==> src/rtl/inpkt_reader_pkg.sv <==
// Shared constants, header layout and FSM encoding for the input packet reader.
// Optional payload checksum compare is enabled by defining INPKT_CSUM_CHECK_EN.
package inpkt_reader_pkg;

  localparam int HDR_LEN = 8;
  localparam int TRL_LEN = 2;
  localparam int HDR_IDX_W = $clog2(HDR_LEN);
  localparam int TRL_IDX_W = $clog2(TRL_LEN);
  localparam int LEN_W = 24;
  localparam int ID_W = 16;
  localparam int CSUM_W = 16;

  localparam logic [HDR_IDX_W-1:0] OFF_VER  = 3'd0;
  localparam logic [HDR_IDX_W-1:0] OFF_TYPE = 3'd1;
  localparam logic [HDR_IDX_W-1:0] OFF_LEN0 = 3'd2;
  localparam logic [HDR_IDX_W-1:0] OFF_LEN1 = 3'd3;
  localparam logic [HDR_IDX_W-1:0] OFF_LEN2 = 3'd4;
  localparam logic [HDR_IDX_W-1:0] OFF_ID0  = 3'd5;
  localparam logic [HDR_IDX_W-1:0] OFF_ID1  = 3'd6;
  localparam logic [HDR_IDX_W-1:0] OFF_HCS  = HDR_IDX_W'(HDR_LEN - 1);

  localparam logic [7:0] DEF_VERSION = 8'd2;
  localparam logic [LEN_W-1:0] DEF_MAX_LEN = 24'd65536;

  typedef enum logic [1:0] {
    ST_HDR  = 2'd0,
    ST_DATA = 2'd1,
    ST_CSUM = 2'd2,
    ST_ERR  = 2'd3
  } state_e;

endpackage

==> src/rtl/inpkt_reader_csum.sv <==
// 16-bit wrapping payload checksum accumulator with trailer compare.
// Instantiated by inpkt_reader only when INPKT_CSUM_CHECK_EN is defined.
module inpkt_reader_csum
  import inpkt_reader_pkg::*;
(
  input  logic       clk,
  input  logic       rst,
  input  logic       clr,
  input  logic       add,
  input  logic [7:0] data,
  input  logic [7:0] cs_lo,
  input  logic [7:0] cs_hi,
  output logic       match
);

  logic [CSUM_W-1:0] acc;

  always_ff @(posedge clk or posedge rst) begin
    if (rst) begin
      acc <= '0;
    end else if (clr) begin
      acc <= '0;
    end else if (add) begin
      acc <= acc + {8'h00, data};
    end
  end

  assign match = (acc == {cs_hi, cs_lo});

endmodule

==> src/rtl/inpkt_reader.sv <==
// Byte-level packet parser behind a FWFT FIFO: header check, payload stream,
// trailer checksum. Define INPKT_CSUM_CHECK_EN to compare the payload checksum.
module inpkt_reader
  import inpkt_reader_pkg::*;
#(
  parameter logic [7:0]       VERSION = DEF_VERSION,
  parameter logic [LEN_W-1:0] MAX_LEN = DEF_MAX_LEN
) (
  input  logic            clk,
  input  logic            rst,
  input  logic [7:0]      din,
  input  logic            empty,
  output logic            rd_en,
  output logic [7:0]      dout,
  output logic            dout_valid,
  input  logic            dout_ready,
  output logic [7:0]      pkt_type,
  output logic [ID_W-1:0] pkt_id,
  output logic            pkt_end,
  output logic            pkt_done,
  output logic            err_hdr,
  output logic            err_csum
);

  state_e state_q, state_d;

  logic [HDR_IDX_W-1:0] hdr_idx;
  logic [TRL_IDX_W-1:0] trl_idx;
  logic [7:0]           hdr_ver;
  logic [7:0]           hdr_type;
  logic [7:0]           hdr_sum;
  logic [LEN_W-1:0]     hdr_len;
  logic [ID_W-1:0]      hdr_id;
  logic [LEN_W-1:0]     cnt;
  logic                 first_q;
  logic                 done_pend;

  logic hdr_last, hdr_ok, trl_last, trl_ok, cnt_last, hdr_acc;

  assign hdr_last = (hdr_idx == OFF_HCS);
  assign trl_last = (trl_idx == TRL_IDX_W'(TRL_LEN - 1));
  assign cnt_last = (cnt == 24'd1);
  assign hdr_ok = (hdr_ver == VERSION)
                & (hdr_len != '0)
                & (hdr_len <= MAX_LEN)
                & (din == ~hdr_sum);
  assign hdr_acc = rd_en & (state_q == ST_HDR) & hdr_last & hdr_ok;

`ifdef INPKT_CSUM_CHECK_EN
  logic [7:0] cs_lo;
  logic       cs_match;

  inpkt_reader_csum u_csum (
    .clk   (clk),
    .rst   (rst),
    .clr   (hdr_acc),
    .add   (rd_en & (state_q == ST_DATA)),
    .data  (din),
    .cs_lo (cs_lo),
    .cs_hi (din),
    .match (cs_match)
  );

  always_ff @(posedge clk or posedge rst) begin
    if (rst) begin
      cs_lo <= '0;
    end else if (rd_en && state_q == ST_CSUM && !trl_last) begin
      cs_lo <= din;
    end
  end

  assign trl_ok = cs_match;
`else
  assign trl_ok = 1'b1;
`endif

  // Reset also masks the strobe so nothing is popped while held in reset.
  always_comb begin
    rd_en = 1'b0;
    unique case (1'b1)
      (state_q == ST_HDR),
      (state_q == ST_CSUM): rd_en = ~empty;
      (state_q == ST_DATA): rd_en = ~empty & (~dout_valid | dout_ready);
      default:              rd_en = 1'b0;
    endcase
    if (rst) rd_en = 1'b0;
  end

  always_comb begin
    state_d = state_q;
    unique case (state_q)
      ST_HDR:  if (rd_en && hdr_last) state_d = hdr_ok ? ST_DATA : ST_ERR;
      ST_DATA: if (rd_en && cnt_last) state_d = ST_CSUM;
      ST_CSUM: if (rd_en && trl_last) state_d = trl_ok ? ST_HDR : ST_ERR;
      default: state_d = ST_ERR;
    endcase
  end

  always_ff @(posedge clk or posedge rst) begin
    if (rst) begin
      state_q    <= ST_HDR;
      hdr_idx    <= '0;
      trl_idx    <= '0;
      hdr_ver    <= '0;
      hdr_type   <= '0;
      hdr_sum    <= '0;
      hdr_len    <= '0;
      hdr_id     <= '0;
      cnt        <= '0;
      first_q    <= 1'b0;
      done_pend  <= 1'b0;
      dout       <= '0;
      dout_valid <= 1'b0;
      pkt_end    <= 1'b0;
      pkt_type   <= '0;
      pkt_id     <= '0;
      pkt_done   <= 1'b0;
      err_hdr    <= 1'b0;
      err_csum   <= 1'b0;
    end else begin
      state_q  <= state_d;
      pkt_done <= 1'b0;
      if (dout_valid && dout_ready) begin
        dout_valid <= 1'b0;
        pkt_end    <= 1'b0;
        if (done_pend) begin
          pkt_done  <= 1'b1;
          done_pend <= 1'b0;
        end
      end
      if (rd_en) begin
        unique case (state_q)
          ST_HDR: begin
            hdr_idx <= hdr_last ? '0 : hdr_idx + 1'b1;
            hdr_sum <= hdr_last ? '0 : hdr_sum + din;
            case (hdr_idx)
              OFF_VER:  hdr_ver <= din;
              OFF_TYPE: hdr_type <= din;
              OFF_LEN0: hdr_len[7:0] <= din;
              OFF_LEN1: hdr_len[15:8] <= din;
              OFF_LEN2: hdr_len[23:16] <= din;
              OFF_ID0:  hdr_id[7:0] <= din;
              OFF_ID1:  hdr_id[15:8] <= din;
              default: begin
                if (hdr_ok) begin
                  cnt     <= hdr_len;
                  first_q <= 1'b1;
                end else begin
                  err_hdr <= 1'b1;
                end
              end
            endcase
          end
          ST_DATA: begin
            dout       <= din;
            dout_valid <= 1'b1;
            pkt_end    <= cnt_last;
            cnt        <= cnt - 24'd1;
            // Header fields go out only once the previous packet's last byte has left.
            if (first_q) begin
              pkt_type <= hdr_type;
              pkt_id   <= hdr_id;
              first_q  <= 1'b0;
            end
          end
          ST_CSUM: begin
            trl_idx <= trl_last ? '0 : trl_idx + 1'b1;
            if (trl_last) begin
              if (!trl_ok) begin
                err_csum <= 1'b1;
              end else if (dout_valid && !dout_ready) begin
                done_pend <= 1'b1;
              end else begin
                pkt_done <= 1'b1;
              end
            end
          end
          default: ;
        endcase
      end
      if (state_d == ST_ERR) begin
        dout_valid <= 1'b0;
        pkt_end    <= 1'b0;
        done_pend  <= 1'b0;
      end
    end
  end

endmodule

==> config.mk <==
export PLATFORM = sky130hd
export DESIGN_NAME = inpkt_reader
export DESIGN_NICKNAME = d
export VERILOG_FILES = /design/src/rtl/inpkt_reader_pkg.sv /design/src/rtl/inpkt_reader_csum.sv /design/src/rtl/inpkt_reader.sv
export SDC_FILE = /design/constraint.sdc
export NUM_CORES = 1
export LEC_CHECK = 0
export CAP_MARGIN = 20
export CORE_AREA = 2 2 90 178
export DETAILED_ROUTE_END_ITERATION = 6
export DIE_AREA = 0 0 92 180
export GPL_TIMING_DRIVEN = 0
export PLACE_DENSITY = 0.62
export SYNTH_ARGS = -nofsm -noshare
export SYNTH_HDL_FRONTEND = slang
export SYNTH_SLANG_ARGS = --single-unit
==> constraint.sdc <==
create_clock -name clk -period 5.9 [get_ports clk]
set_input_delay 1.77 -clock clk [delete_from_list [all_inputs] [get_ports clk]]
set_output_delay 1.77 -clock clk [all_outputs]
set_load 0.05 [all_outputs]
**Word-level counts from Yosys, hierarchy flattened**

Index checks and enable logic that the tools add are counted.

- Register bits: 132
- Output and inout port bits: 38
- Logic and storage cells: 112

- Add/subtract/negate cells: 4
- Order comparisons: 1
- Equal/unequal tests: 15
- Multiplexer cells: 36
- Bitwise operators: 10
- Reductions and logical operators: 25

Operator list:

| cell | count |
|---|---|
| two-way mux 24 bit | 2 |
| case mux 24 bit (2 select lines) | 1 |
| equality test 24 x 1 -> 1 bit (second input constant) | 1 |
| less-or-equal comparator 24 x 17 -> 1 bit (second input constant) | 1 |
| two-way mux 1 bit | 24 |
| AND reduction 3 bit | 8 |
| nonzero test 24 bit | 1 |
| subtractor 24 x 1 -> 24 bit (second input constant) | 1 |
| equality test 3 bit (second input constant) | 4 |
| adder 8 bit | 1 |
| equality test 8 x 2 -> 1 bit (second input constant) | 1 |
| equality test 8 bit | 1 |
| two-way mux 2 bit | 4 |
| two-way mux 8 bit | 1 |
| inverter 8 bit | 1 |
| AND reduction 4 bit | 2 |
| OR reduction 7 bit | 1 |
| equality test 3 x 2 -> 1 bit (second input constant) | 2 |
| case mux 2 bit (3 select lines) | 1 |
| AND reduction 2 bit | 3 |
| logical AND 1 bit | 5 |
| AND 1 bit | 4 |
| equality test 2 bit (second input constant) | 2 |
| != test 2 bit (second input constant) | 2 |
| 13 further kinds | 17 |

**Longest topological paths before layout**

Gate-level depths: netlist (run 1).

- Depth after elaboration: 10
- Depth in mapped cells: 9
- Mapped depth without buffers: 9

**Least setup slack after synthesis (run 1)**

OpenSTA, ideal clock, no wires.

- Path kind: input -> output
- From: input port dout_ready
- To: output port rd_en
- Arrival: 2.410 ns
- Required time: 4.130 ns
- Setup slack: 1.720 ns
- Stages on the path: 3
- Cell sequence: nor2b_1 > o21ai_0 > and2_1

- Word-level cells in the longest chain between the ends: 4

RTL lines:

| what | RTL line | text |
|---|---|---|
| start, declared | inpkt_reader.sv:16 | `input logic dout_ready,` |
| OR 1 bit | inpkt_reader.sv:83 | `(state_q == ST_DATA): rd_en = ~empty & (~dout_valid \| dout_ready);` |
| AND 1 bit | inpkt_reader.sv:83 |  |
| case mux 1 bit (2 select lines) | inpkt_reader.sv:80 | `unique case (1'b1)` |
| two-way mux 1 bit | inpkt_reader.sv:86 | `if (rst) rd_en = 1'b0;` |
| end, declared | inpkt_reader.sv:13 | `output logic rd_en,` |

Every way passes these cells.

**Worst setup path in the final report (run 1)**

Ends and elaborated chain as after synthesis.

==> results of run 1 <==
[synthesized netlist by cell type (all sizes together) (5+ instances only)]
cell | count | area (µm²)
dfrtp | 132 | 3300
mux2 | 74 | 833
nand2 | 57 | 214
o21ai | 45 | 225
nor2 | 35 | 134
a21oi | 32 | 164
nor3 | 18 | 90.1
clkbuf | 15 | 56.3
ha | 15 | 188
inv | 14 | 52.6
nand3 | 12 | 60.1
or3 | 12 | 80.1
buf | 9 | 56.3
nor4 | 9 | 62.6
a21o | 5 | 37.5
nand4 | 5 | 31.3
or2 | 5 | 33.8
[power by group through the flow]
stage               registers, mW  clock network (mW)  logic, mW
floorplan                    1.80                   0      0.889
global placement             1.55                   0       1.59
detailed placement           1.58                   0       1.64
CTS                          1.57                1.08       1.65
global route                 1.62                1.12       1.79
finish                       1.57                1.06       1.65
[metrics by stage]
step	utilization, %	instance area (µm²)
2_1_floorplan	-	6090
3_5_place_dp	45.1	6860
4_1_cts	49.0	7450
3_3_place_gp	44.8	6820
6_report	49.0	7450
5_1_grt	49.0	7450
[critical path: cells and delay by family]
family                 cells  cell delay (ps)
AOI/OAI and AO/OA          1              150
and+or+nand+nor            2              320
buffers and inverters      2             1310
[flip-flops by register name, indices dropped and copies added, names as in the netlist, 2 cells and up]
register and cells:
pkt_id 16, hdr_ver 8, pkt_type 8, hdr_type 8
hdr_id 16, state_q 2, dout 8, hdr_len 24
cnt 24, hdr_sum 8, hdr_idx 3
[logic make-up (layout without fill, tap and decap cells)]
logic type,Yosys count,in the layout
mux,74,74
xor+xnor,5,5
compound gates,115,115
fa+ha+maj,16,16
flops,132,132
buf+inv,39,120
other cells,1,1
simple gates,170,170
[final cells by class]
class,instances,area (µm²)
Buffer,24,113
Clock buffer,17,425
Clock inverter,15,170
Fill cell,1416,7760
Inverter,15,61.3
Multi-Input combinational cell,381,2620
Sequential cell,132,3300
Tap cell,198,248
Timing Repair Buffer,49,508
[layout by cell type (no fill, tap or decap), types with 4 or more instances in the layout]
cell type and instances:
nor4_1 8, ha_1 15, dfrtp_1 132, o21ai_1 25, o21ai_0 20, clkdlybuf4s50_1 48, nand2_1 57, inv_1 13
nor2_1 34, inv_6 6, o41ai_1 4, a21o_1 5, a22o_1 4, or3_1 11, nor3_1 18, nand3_1 12
o32ai_1 4, mux2_1 20, xnor2_1 4, a21oi_1 31, nand4_1 5, o21a_1 4, mux2_2 54, clkinvlp_4 5
clkbuf_1 15, buf_2 6, clkbuf_16 17
[how the worst max path moves through the flow]
stage          startpoint                 endpoint  slack [ps]  cells after the start
6_report       dout_ready                    rd_en         560                      5
3_3_place_gp          rst  hdr_type[3]$_DFFE_PP0P_       -1210                      2
4_1_cts        dout_ready                    rd_en         560                      5
2_1_floorplan         rst       cnt[0]$_DFFE_PP0P_         600                      1
3_5_place_dp   dout_ready                    rd_en         560                      5
5_1_grt        dout_ready                    rd_en         470                      5
[layer usage]
layer	part of all wire, %	vias up
met5	0	-
met4	3.9	0
met3	2.4	37
met2	58	119
met1	36	2323
li1	-	2123
==> flow_results.org, run 1 <==
** GRT
- Number of antenna violations at the first check in global routing :: 0
- Entering global routing, the biggest net connects 75 pins.
- Most Crowded Layer GR :: met2
- Total global routing track utilization :: 19.6%
- In the global route stage, met1 resource usage came out at 20.0%.
- Met3 capacity usage during global routing :: 3.31%
- Global routing finished with a remaining overflow of 0.
- Global-route wire length before repair :: 25.1 mm
- The number of global-route vias before repair is 4788.
- Global routing consumed, on the met2 layer, 37.0% of the routing resources.

** Logic synthesis
- Compound-gate portion of the synthesized area :: 11.5%
- Post-synthesis cell count :: 552
- Post-synthesis net count :: 580
- Of the total synthesized cell area, the portion taken by full adders, half adders and majority gates is 3.41%.
- Share of cell area taken by muxes after synthesis :: 13.7%
- Number of synthesized flops with an enable pin :: 0
- Post-synth top flop :: dfrtp_1
- Mapped cell area :: 0.00609 mm²
- After synthesis, flip-flops and latches occupy 54.2% of the total area.
- Number of warnings printed during yosys synthesis :: 0
- Mean instance size in the synthesized netlist :: 11.0 µm²
- Synthesis inferred 132 register bits.
- After synthesis, the largest family of logic cells by area is simple AND/OR/NAND/NOR gates.
- Of all flip-flops after synthesis, the portion carrying an async set or reset was 100%.
- After synthesis, the netlist uses 59 different library cells.
- Parity-gate share of the synthesized area counting xor and xnor cells :: 0.719%
- After Yosys synthesis, and, or, nand and nor cells account for 13.7% of the synthesized area.

** Worst setup path
- The worst register-to-register path has a setup slack of 3120 ps.
- Most prevalent standard cell on the critical path :: clkdlybuf4s50_1
- Walking the worst path, the cells encountered are clkdlybuf4s50_1, nor2b_1, o21ai_0, and2_1, clkdlybuf4s50_1.
- Biggest cell delay along the critical path :: 830 ps
- The startpoint identified for the worst register-to-register timing path is cnt[2]$_DFFE_PP0P_.
- The worst setup path is of the in -> out kind.
- CP Launch Type :: primary input
- Crit path required time :: 4130 ps
- Data arrives at the worst endpoint at 3570 ps.
- In this run the worst path has a maximum fanout of 5.
- The worst setup path is captured at a primary output.
- Endpoint of the worst-slack reg-to-reg timing path :: cnt[23]$_DFFE_PP0P_
- Reg2reg path depth :: 6
- Slowest stage cell, crit path :: clkdlybuf4s50_1

** Timing
- The number of pins exceeding their max-slew limit in the final report was 0.
- Post-route clock period utilization :: 90.5%
- After layout, the minimum clock period comes to 5340 ps.
- Worst slack on hold paths :: 455 ps
- Hold violation total from the final report :: 0
- Largest clock skew in the final design :: 8.93 ps
- Setup violations remaining at the end of the flow were counted as 0.
- RSZ-0062 raised after global routing :: false
- Based on the critical path, the design can be clocked at up to 187 MHz.
- At the pin with the least slew margin, the transition time is 887 ps.
- Total negative setup slack :: 0 ps
- Worst relative slew slack :: 40.4%
- Least setup slack across all paths after layout :: 563 ps

** Run
- Max-cap violations in this run came to 0.

** Worst hold path
- The min-delay analysis places its worst path in the category reg -> reg.
- Cells on Worst Hold Path :: 1
- Destination of the worst hold path :: err_hdr$_DFFE_PP0P_
- The worst hold path begins at err_hdr$_DFFE_PP0P_.

** Route
- Antenna violation net count after detailed routing :: 0
- Total vias in the final route :: 4602
- Dividing the detail-routed wire length by the instance count gives 18.6 µm.
- DR iter-0 viols :: 273
- Drt total wl :: 15.5 mm
- First drt pass iteration count :: 6
- Avg Vias per Cell :: 5.54
- Number of remaining DRC errors :: 0

** Power
- Power spread over the standard cell area amounts to 575 mW/mm².
- For this design the static power due to leakage is 3.28 nW.
- Switching portion of total power :: 39.8%
- Proportion of power drawn by combinational gates :: 38.4%
- Reg power frac :: 36.7%
- The analysis attributes to net switching a power of 1.70 mW.
- IR analysis of the VDD net gives a maximum drop of 0.000285 V.
- Power consumption :: 4.28 mW
- Clock share of power :: 24.9%
- Cell-internal power :: 2.58 mW

** Floorplan
- For this configuration, the core starts out at a cell density of 40.1%.
- Ports :: 50
- The die covers 0.0166 mm².
- In this run the core area contains 64 standard-cell rows.
- Chip Width :: 92 µm
- Placeable Area :: 0.0152 mm²
- From bottom edge to top edge, the die measures 180 µm.

** Clock tree
- # Post-CTS Setup Buffers :: 0
- Clock transition at the registers of the reported paths :: 60 ps
- CTS hold repair buffers :: 0
- Worst-skew pair later-pin latency :: 430 ps
- Number of cells upsized or downsized after cts :: 0
- In this run, CTS created clock tree buffers numbering 17.
- Sink count of the clock tree :: 132
- Max clock buf depth :: 2
- The cell sitting at the root of the clock tree is a clkbuf_16.
- H-tree levels :: 4
- TritonCTS clock tree :: done

** Placement
- Summed over all nets, the half-perimeter wirelength after detailed placement is 11.3 mm.
- OpenSTA, run right after detailed placement, puts the worst setup slack at 558 ps.
- Placed cells :: 799
- Routability Congestion :: 0.925
- Buffers placed on the I/O ports in this run total 48.

** Finish
- Final Non-Filler Cells :: 831
- Fraction of layout instances using a drive strength above 1 :: 16.3%
- The number of antenna diodes in the final layout is 0.
- Area Overhead vs Synth :: 22.3%
- At the end of the flow, the number of nets in the layout was 648.

** Outcome
- Result of the run :: complete, no violations
(Power assumes the default switching activity.)
==> run 2, diff against run 1 <==
--- a/config.mk
+++ b/config.mk
@@ -10,7 +10,7 @@
 export DETAILED_ROUTE_END_ITERATION = 6
 export DIE_AREA = 0 0 92 180
 export GPL_TIMING_DRIVEN = 0
-export PLACE_DENSITY = 0.62
+export PLACE_DENSITY = 0.64
 export SYNTH_ARGS = -nofsm -noshare
 export SYNTH_HDL_FRONTEND = slang
 export SYNTH_SLANG_ARGS = --single-unit
==> constraint.sdc (replaced) <==
create_clock -name clk -period 4.4 [get_ports clk]
set_input_delay 1.32 -clock clk [delete_from_list [all_inputs] [get_ports clk]]
set_output_delay 1.32 -clock clk [all_outputs]
set_load 0.05 [all_outputs]
==> run 2 against run 1 <==
Against the previous run:
- sequential share of layout area about the same
- sequential power up 34%
- worst setup slack worse by 280 ps
- clock skew up 4.4 ps
- via count up 0.39%
- wire length down 0.31%
- critical endpoint unchanged
- utilization about the same
- largest power group unchanged
- largest cell class unchanged
- total power up 32%
- highest routed layer unchanged
- combinational power up 33%
- sequential cell count unchanged
- non-clock buffer count up 2
- hold slack better by 17 ps
==> flow_results.org, run 2 (synthesized netlist as in run 1, its figures left out) <==
** GRT
- Total global routing track utilization :: 19.5% (-0.14 points)
- The remaining global-route overflow came to 0 (unchanged).
- Pin count of the biggest net entering global routing :: 43 (-43%)
- The met2 usage in global routing was 36.9% (-0.12 points).
- The met3 usage in global routing came to 2.43% (-0.88 points).
- Most Crowded Layer GR :: met2
- The number of global-route vias before repair is 4947 (+3.3%).
- Global routing usage on met1 :: 19.6% (-0.35 points)
- The wire length of the first global-routing pass came to 25.1 mm (about the same).
- The number of antenna violations at the first check in global routing is 0 (unchanged).

** Finish
- Top library cells by usage in the layout, fill and taps aside :: 132 x dfrtp_1, 57 x nand2_1, 54 x mux2_2
- In the final layout, the registers with the most flip-flops are cnt: 24 flops, hdr_len: 24 flops.
- Number of antenna cells inserted :: 0 (unchanged)
- The ratio of cells with drive above 1 in the final layout came to 16.5% (+0.26 points).
- Area Overhead vs Synth :: 22.2% (about the same)
- Number of nets in the final layout :: 650 (+0.31%)
- Commonest non-fill, non-tap cell in the layout :: dfrtp_1

** Power
- Maximum vdd drop :: 0.000366 V (+29%)
- The total power per unit cell area was 759 mW/mm² (+32%).
- The static leakage power was 3.28 nW (+0.11%).
- Clock share of power :: 23.7% (-1.2 points)
- The portion of total power attributed to sequential cells is 37.3% (+0.6 points).
- The switching power of the nets came to 2.30 mW (+35%).
- The internal power summed over all cells is 3.35 mW (+30%).
- The portion of total power attributed to combinational logic is 39.0% (+0.6 points).
- Switching portion of total power :: 40.7% (+0.88 points)

** Route
- Total vias in the final route :: 4620 (+0.39%)
- The number of search-and-repair iterations in the first detailed-routing pass came to 4 (-2).
- The detailed-route wire length was 15.4 mm (-0.31%).
- Number of remaining DRC errors :: 0 (unchanged)
- DR iter-0 viols :: 232 (-15%)
- The per-cell routed wire length was 18.5 µm (-0.55%).
- The final antenna-violating net count came to 0 (unchanged).
- The via-per-instance ratio was 5.55 (+0.15%).

** Floorplan
- Height of the die :: 180 µm (unchanged)
- The count of standard-cell rows came to 64 (unchanged).
- Die Area :: 0.0166 mm² (unchanged)
- The initial standard-cell utilization of the core was 40.1% (unchanged).
- Ports :: 50 (unchanged)
- Chip Width :: 92 µm (unchanged)
- The core area came to 0.0152 mm² (unchanged).

** Outcome
- Result of the run :: complete, no violations

** Timing
- The slew of the pin with the lowest slew margin is 899 ps (+11.7 ps).
- Setup repair after global routing left no endpoint under its margin.
- The final setup skew came to 13.3 ps (+4.38 ps).
- Post-route clock period utilization :: 93.6%
- Maximum frequency from static timing analysis :: 243 MHz
- Total negative setup slack :: 0 ps (unchanged)
- The final count of hold timing violations was 0 (unchanged).
- The total setup violations reported at the end of the flow was 0 (unchanged).
- Number of pins exceeding their max-slew limit in the final report :: 0 (unchanged)
- Worst relative slew slack :: 39.6% (-0.79 points)
- After layout, the minimum clock period comes to 4120 ps.
- Least setup slack across all paths after layout :: 280 ps (-284 ps)

** Worst setup path
- The worst endpoint data arrival time came to 2800 ps (-770 ps).
- CP Launch Type :: primary input
- The critical path is of the in -> out type.
- The longest individual stage delay on the worst path came to 430 ps (-400 ps).
- Tracing the worst setup path back leads to its startpoint at dout_ready.
- For this design, the slowest cell found on the critical path is dlygate4sd2_1.
- Buffer and inverter count on the worst path :: 2 (unchanged)
- The signal on the critical path passes through clkdlybuf4s50_1, nor2b_1, o21ai_0, and2_1, dlygate4sd2_1.
- The required time reported for the critical path endpoint came to 3080 ps (-1050 ps).
- The worst setup path is captured at a primary output.
- In this design, the largest share of critical-path delay is due to buffers and inverters.
- The reg2reg setup slack came to 1620 ps (-1500 ps).
- Critical path peak fanout :: 5 (unchanged)
- The worst register-to-register path begins at cnt[2]$_DFFE_PP0P_.

** Clock tree
- The clock sink count came to 132 (unchanged).
- The number of levels in the clock H-tree was 4 (unchanged).
- In this run the clock root is driven by a clkbuf_16.
- TritonCTS built the clock tree.
- The register clock-pin slew on the reported worst setup and hold paths is 60 ps (about the same).
- Max clock buf depth :: 2 (unchanged)
- Number of buffers added by the clock tree synthesis step :: 17 (unchanged)
- Worst-skew pair later-pin latency :: 420 ps (about the same)

** Placement
- DP Wirelength :: 11.4 mm (+1.4%)
- Routability Congestion :: 0.866 (-6.3%)
- The setup slack at placement is -37.2 ps (-595 ps).
- Port bufs :: 48 (unchanged)

** Run
- Number of violations of the max-capacitance limit :: 0 (unchanged)

** Worst hold path
- Worst min-delay path class :: reg -> reg
- In this run the most critical hold path is launched from dout[7]$_DFFE_PP0P_.
-- run 2: timing repair --
action,CTS,global route
endpoints found under the setup margin,1,0
buffers inserted,0,0
gates resized for setup,1,0
hold buffers,0,0
-- run 2: path summary, 6_finish.rpt --
check / endpoint / cells past startpoint
worst max register to register: cnt[23]$_DFFE_PP0P_ / 6
max in group asynchronous: hdr_id[1]$_DFFE_PP0P_ / 5
min in group asynchronous: dout_valid$_DFF_PP0_ / 2
worst min-delay path: dout[7]$_DFFE_PP0P_ / 2
worst min register to register: dout[7]$_DFFE_PP0P_ / 2
worst max-delay path: rd_en / 5
-- run 2: routing by layer --
metal	vias up	wire [µm]
met1	2334	5600
met4	0	651
li1	2128	-
met5	-	0
met2	119	8790
met3	39	371
-- run 2: metrics by stage --
stage          std cells  total power, mW  instance area [µm²]  util, %  hold WS, ps
2_1_floorplan        552             3.61                 6100        -          442
3_3_place_gp         798             4.22                 6830     44.9          454
3_5_place_dp         801             4.32                 6890     45.3          463
4_1_cts              833             5.68                 7450     48.9          476
5_1_grt              833             5.98                 7450     48.9          502
6_report             833             5.65                 7450     48.9          472
-- run 2: tightest hold or removal path, stage by stage (launching register included) --
cell	delay, ps
dfrtp_1	340
nand2_1	50
nand2_1	50
-- run 2: power groups by stage --
| stage | registers (mW) | clock network (mW) | logic [mW] |
|---|---|---|---|
| after CTS | 2.11 | 1.36 | 2.21 |
| after global routing | 2.17 | 1.41 | 2.39 |
| after global placement | 2.09 | 0 | 2.13 |
| final | 2.11 | 1.34 | 2.20 |
| after floorplan | 2.42 | 0 | 1.19 |
| after detailed placement | 2.12 | 0 | 2.20 |
-- run 2: cell type report --
class | instances | area (µm²)
fill | 1421 | 7770
sequential | 132 | 3300
multi-input combinational | 381 | 2620
timing repair buffer | 51 | 539
clock buffer | 17 | 425
tap | 198 | 248
clock inverter | 15 | 136
buffer | 24 | 113
inverter | 15 | 60.1
